## config.mk

```make
export PLATFORM = sky130hd
export DESIGN_NAME = seq_detect_prog
export DESIGN_NICKNAME = d
export VERILOG_FILES = /design/src/rtl/seq_det_pkg.sv /design/src/rtl/sat_counter.sv /design/src/rtl/seq_detect_prog.sv
export SDC_FILE = /design/constraint.sdc
export NUM_CORES = 1
export LEC_CHECK = 0
export BUFFER_PORTS_ARGS = -buffer_cell sky130_fd_sc_hd__buf_4
export CAP_MARGIN = 15
export CORE_ASPECT_RATIO = 1.4
export CORE_MARGIN = 5
export CORE_UTILIZATION = 40
export DETAILED_ROUTE_END_ITERATION = 12
export SYNTH_ARGS = -nofsm -noshare
export SYNTH_HDL_FRONTEND = slang
export SYNTH_SLANG_ARGS = --single-unit
```

## constraint.sdc

```tcl
create_clock -name clk -period 2.61 [get_ports clk]
set_clock_uncertainty 0.15 [all_clocks]
set_input_delay 0.6525 -clock clk [delete_from_list [all_inputs] [get_ports clk]]
set_output_delay 0.6525 -clock clk [all_outputs]
set_load 0.01 [all_outputs]
```

## src/rtl/seq_det_pkg.sv

```systemverilog
// Shared constants and types for the programmable serial pattern detector.
// Pattern length is bounded by PAT_W_MAX; the fill counter must hold 0..PAT_W_MAX.
package seq_det_pkg;

  localparam int PAT_W_MAX = 32;

  typedef logic [$clog2(PAT_W_MAX+1)-1:0] fill_t;

  localparam logic [2:0] PAT_INIT_DEF = 3'b101;
  localparam logic       OVL_INIT_DEF = 1'b1;

endpackage

```

## src/rtl/sat_counter.sv

```systemverilog
// Saturating up-counter with synchronous clear that takes priority over increment.
// Asynchronous active-low reset.
module sat_counter #(
  parameter int W = 8
) (
  input  logic         clk,
  input  logic         rst,
  input  logic         inc_i,
  input  logic         clr_i,
  output logic [W-1:0] cnt_o
);

  logic [W-1:0] cnt_q;
  logic [W-1:0] cnt_d;

  always_ff @(posedge clk or negedge rst) begin
    if (!rst) begin
      cnt_q <= '0;
    end else begin
      cnt_q <= cnt_d;
    end
  end

  // Holding at all-ones avoids wrapping back to zero after many matches.
  always_comb begin
    cnt_d = cnt_q;
    if (clr_i) begin
      cnt_d = '0;
    end else if (inc_i && (cnt_q != '1)) begin
      cnt_d = cnt_q + W'(1);
    end
  end

  assign cnt_o = cnt_q;

endmodule

```

## src/rtl/seq_detect_prog.sv

```systemverilog
// Run-time programmable serial bit-pattern detector with overlap/non-overlap modes.
// Define SEQ_DET_CNT_EN to build the saturating match counter; otherwise match_cnt is tied to 0.
module seq_detect_prog
  import seq_det_pkg::*;
#(
  parameter int               PAT_W    = 3,
  parameter logic [PAT_W-1:0] PAT_INIT = PAT_W'(PAT_INIT_DEF),
  parameter logic             OVL_INIT = OVL_INIT_DEF,
  parameter int               CNT_W    = 8
) (
  input  logic             clk,
  input  logic             rst,
  input  logic             en,
  input  logic             din,
  input  logic             cfg_load,
  input  logic [PAT_W-1:0] cfg_pat,
  input  logic             cfg_overlap,
  input  logic             cnt_clr,
  output logic             dout,
  output logic [CNT_W-1:0] match_cnt
);

  if (PAT_W < 2 || PAT_W > PAT_W_MAX) begin : g_bad_pat_w
    $error("seq_detect_prog: PAT_W out of range");
  end

  localparam fill_t FILL_FULL = fill_t'(PAT_W);

  logic [PAT_W-1:0] hist_q, hist_d;
  logic [PAT_W-1:0] pat_q, pat_d;
  fill_t            fill_q, fill_d;
  logic             ovl_q, ovl_d;
  logic             dout_q, dout_d;

  logic [PAT_W-1:0] newHist;
  fill_t            newFill;
  logic             hit;

  always_ff @(posedge clk or negedge rst) begin
    if (!rst) begin
      hist_q <= '0;
      fill_q <= '0;
      pat_q  <= PAT_INIT;
      ovl_q  <= OVL_INIT;
      dout_q <= 1'b0;
    end else begin
      hist_q <= hist_d;
      fill_q <= fill_d;
      pat_q  <= pat_d;
      ovl_q  <= ovl_d;
      dout_q <= dout_d;
    end
  end

  // The fill count keeps a zeroed history from matching an all-zero pattern.
  always_comb begin
    hist_d  = hist_q;
    fill_d  = fill_q;
    pat_d   = pat_q;
    ovl_d   = ovl_q;
    dout_d  = 1'b0;
    hit     = 1'b0;
    newHist = {hist_q[PAT_W-2:0], din};
    newFill = (fill_q == FILL_FULL) ? FILL_FULL : fill_q + fill_t'(1);
    if (cfg_load) begin
      pat_d  = cfg_pat;
      ovl_d  = cfg_overlap;
      fill_d = '0;
      hist_d = '0;
    end else if (en) begin
      hit    = (newFill == FILL_FULL) && (newHist == pat_q);
      hist_d = newHist;
      dout_d = hit;
      fill_d = (hit && !ovl_q) ? fill_t'(0) : newFill;
    end
  end

  assign dout = dout_q;

`ifdef SEQ_DET_CNT_EN
  sat_counter #(
    .W(CNT_W)
  ) u_sat_counter (
    .clk  (clk),
    .rst  (rst),
    .inc_i(hit),
    .clr_i(cnt_clr),
    .cnt_o(match_cnt)
  );
`else
  logic unused_cnt_clr;
  assign unused_cnt_clr = cnt_clr;
  assign match_cnt      = '0;
`endif

endmodule

```

==> results.md <==
- Endpoint type of the worst setup path: flip-flop
- Final Hold Vio Count: 0
- Vias in the first global route: 518
- Crit-path leading delay family: simple AND/OR/NAND/NOR gates
- Setup TNS: 0 ps
- First-pass GRT wire length: approximately 2200 um
- Total stage count of the critical path: 6
- Critical path arrival: 1980 ps
- Vias post-DR: around 500
- Reg2reg setup slack: around 630 ps
- CP startpoint kind: flip-flop
- DRC viols: 0
- RR Endpoint: fill_q[0]
- Synthesized area: 772 sq um
- Placed cells: 97
- Worst path cell trace: ha_1, or4b_4, o22ai_2, o211ai_2, nor3_2, o32ai_1
- Register area share after synthesis: 42.6%
- CTS tree: yes
- Post-CTS setup buffer count: 0
- Peak VDD IR: approximately 0.00028 V
- RSZ-0062 raised after global routing: false
- Port Buffers: 9
- Share of cells above drive strength 1: 29.6%
- Core ar.: ~1800 sq um
- Power Density: 489 nW/um^2
- Cell count after synthesis: 74
- Routed len/inst: 12.4 um
- DRT iter0 DRCs: 5
- Slew Viols, Final: 0
- Vias per cell: 4.96
- Clk sinks: 13
- Placed inst area: 800 sq um
- Die Span Y: 62.0 um
- WL final: 1260 um
- Hold slack: around 60 ps
- Initial antenna violation count: 0
- Pre-antenna DRT Iters: 4
- Antenna-violating nets left: 0
- Die width: around 47 um
- Total gr overflow: 0
- Slowest cell delay on critical path: about 500 ps
- Top_reg_cell synth: dfrtp_1
- # hold bufs at CTS: 0
- Root buffer cell: clkbuf_4
- # IOs: 19
- Min-Delay Path Class: in -> async
- Worst Path Required: 2610 ps
- Worst Path Max Fanout: 5
- Worst-case clock buffer depth: 2
- Util after Layout: a little under half
- Syn. warnings: 0
- CP startpoint: fill_q[0]
- Final cycle utilization of the critical path: roughly 76%
- Worst skew pair latency: 270 ps
- Fin area: 826 sq um
- Fmax: 504 MHz
- Clock H-tree levels: 1
- Synth Area per Inst: 10.4 sq um
- Hpwl dp: 1010 um
- Initial Utilization: 42.8%
- Crit Reg-Reg Startpoint: fill_q[0]
- Worst Path Buf+Inv: 0
- Crit path capture: fill_q[0]
- Crit Path Class: reg -> reg
- Final min period: 1980 ps
- Synth Register Bits: 13
- Gr usage total: 10.9%
- N_diodes: 0
- Final-report setup violation count: 0
- Largest net degree at the start of global routing: 14
- Max-cap violations: 0
- Status: completed
- Die area: 2920 sq um
- Pleak: 0.389 nW
- Async set or reset register ratio after synthesis: 100%
- Reg2Reg Depth: 6
- Fin cells: 101
- Post-synthesis cell type count: 29
- PostCTS Resize Cnt: 0
- Gpl congestion: 0.697
- CTS buffer count: 3
- Clk slew on worst S/H paths: 80 ps
- Slowest-stage cell, CP: or4b_4
- Post-synth EDFFs: 0
- Area grow syn2layout: 6.97%
- # rows: 18
- Nets@finish: between 90 and 100
## cell type report
| type | instances | area (sq um) |
|---|---|---|
| Fill cell | 174 | 976 |
| Multi-Input combinational cell | 54 | 374 |
| Sequential cell | 13 | 329 |
| Timing Repair Buffer | 9 | 67.6 |
| Clock buffer | 4 | 26.3 |
| Tap cell | 20 | 25.0 |
| Inverter | 1 | 3.75 |
## power by group
part	total [mW]	internal, mW	switching [mW]
logic	0.0598	0.0292	0.0306
registers	0.225	0.216	0.00873
clock network	0.120	0.0591	0.0607
total	0.404	0.304	0.100
## metrics by stage
| step | setup slack, ps | total power, mW |
|---|---|---|
| floorplan | 758 | 0.277 |
| global placement | 628 | 0.288 |
| detailed placement | 619 | 0.289 |
| CTS | 607 | 0.412 |
| global route | 514 | 0.437 |
| finish | 627 | 0.404 |
## worst min path at each step
stage	from	end	slack, ps	depth (start not counted)
after global placement	rst	fill_q[1]	350	1
after detailed placement	rst	dout	360	1
after CTS	rst	dout	60	1
final	rst	dout	60	1
after global routing	rst	dout	50	1
after floorplan	rst	dout	210	0
## cell usage in the layout (no fill, tap or decap), drive strengths merged, types with 2 or more instances in the layout
cell type  instances
mux2               4
nand2              2
clkbuf             4
nor3               5
mux2i              2
dfrtp             10
conb               8
o32ai              2
nor2               8
nand2b             3
a31oi              2
xor2               7
nand4              2
dfstp              3
buf                9
## routing by layer
metal / track usage [%] / up-vias / share of wire, %
met5: 0 / - / 0
met4: 5.93 / 0 / 1.3
met3: 2.88 / 2 / 2.3
met2: 18.6 / 7 / 55
met1: 12.1 / 239 / 41
li1: - / 253 / -
## registers in the layout (all words and copies together) (netlist names)
| signal | count |
|---|---|
| fill_q | 6 |
| pat_q | 3 |
| hist_q | 2 |
| dout | 1 |
| ovl_q | 1 |
## logic make-up after synthesis
kind of cell | after synthesis | synth area share, %
simple gates | 23 | 16.7
buf+inv | 14 | 12.3
flops | 13 | 42.6
compound gates | 8 | 8.75
xor+xnor | 8 | 9.08
mux | 6 | 8.43
fa+ha+maj | 1 | 1.62
other cells | 1 | 0.486
## cells in the mapped netlist, drive strengths merged (2+ instances only)
cell type / number / area (sq um)
dfrtp: 10 / 250
nand4: 2 / 12.5
nand2: 2 / 7.51
buf: 12 / 87.6
nor2: 8 / 30.0
dfstp: 3 / 78.8
o32ai: 2 / 17.5
xor2: 7 / 61.3
nor3: 5 / 30.0
a31oi: 2 / 12.5
mux2: 4 / 45.0
mux2i: 2 / 20.0
nand2b: 3 / 18.8
No activity file was read; power rests on OpenSTA's default activity.
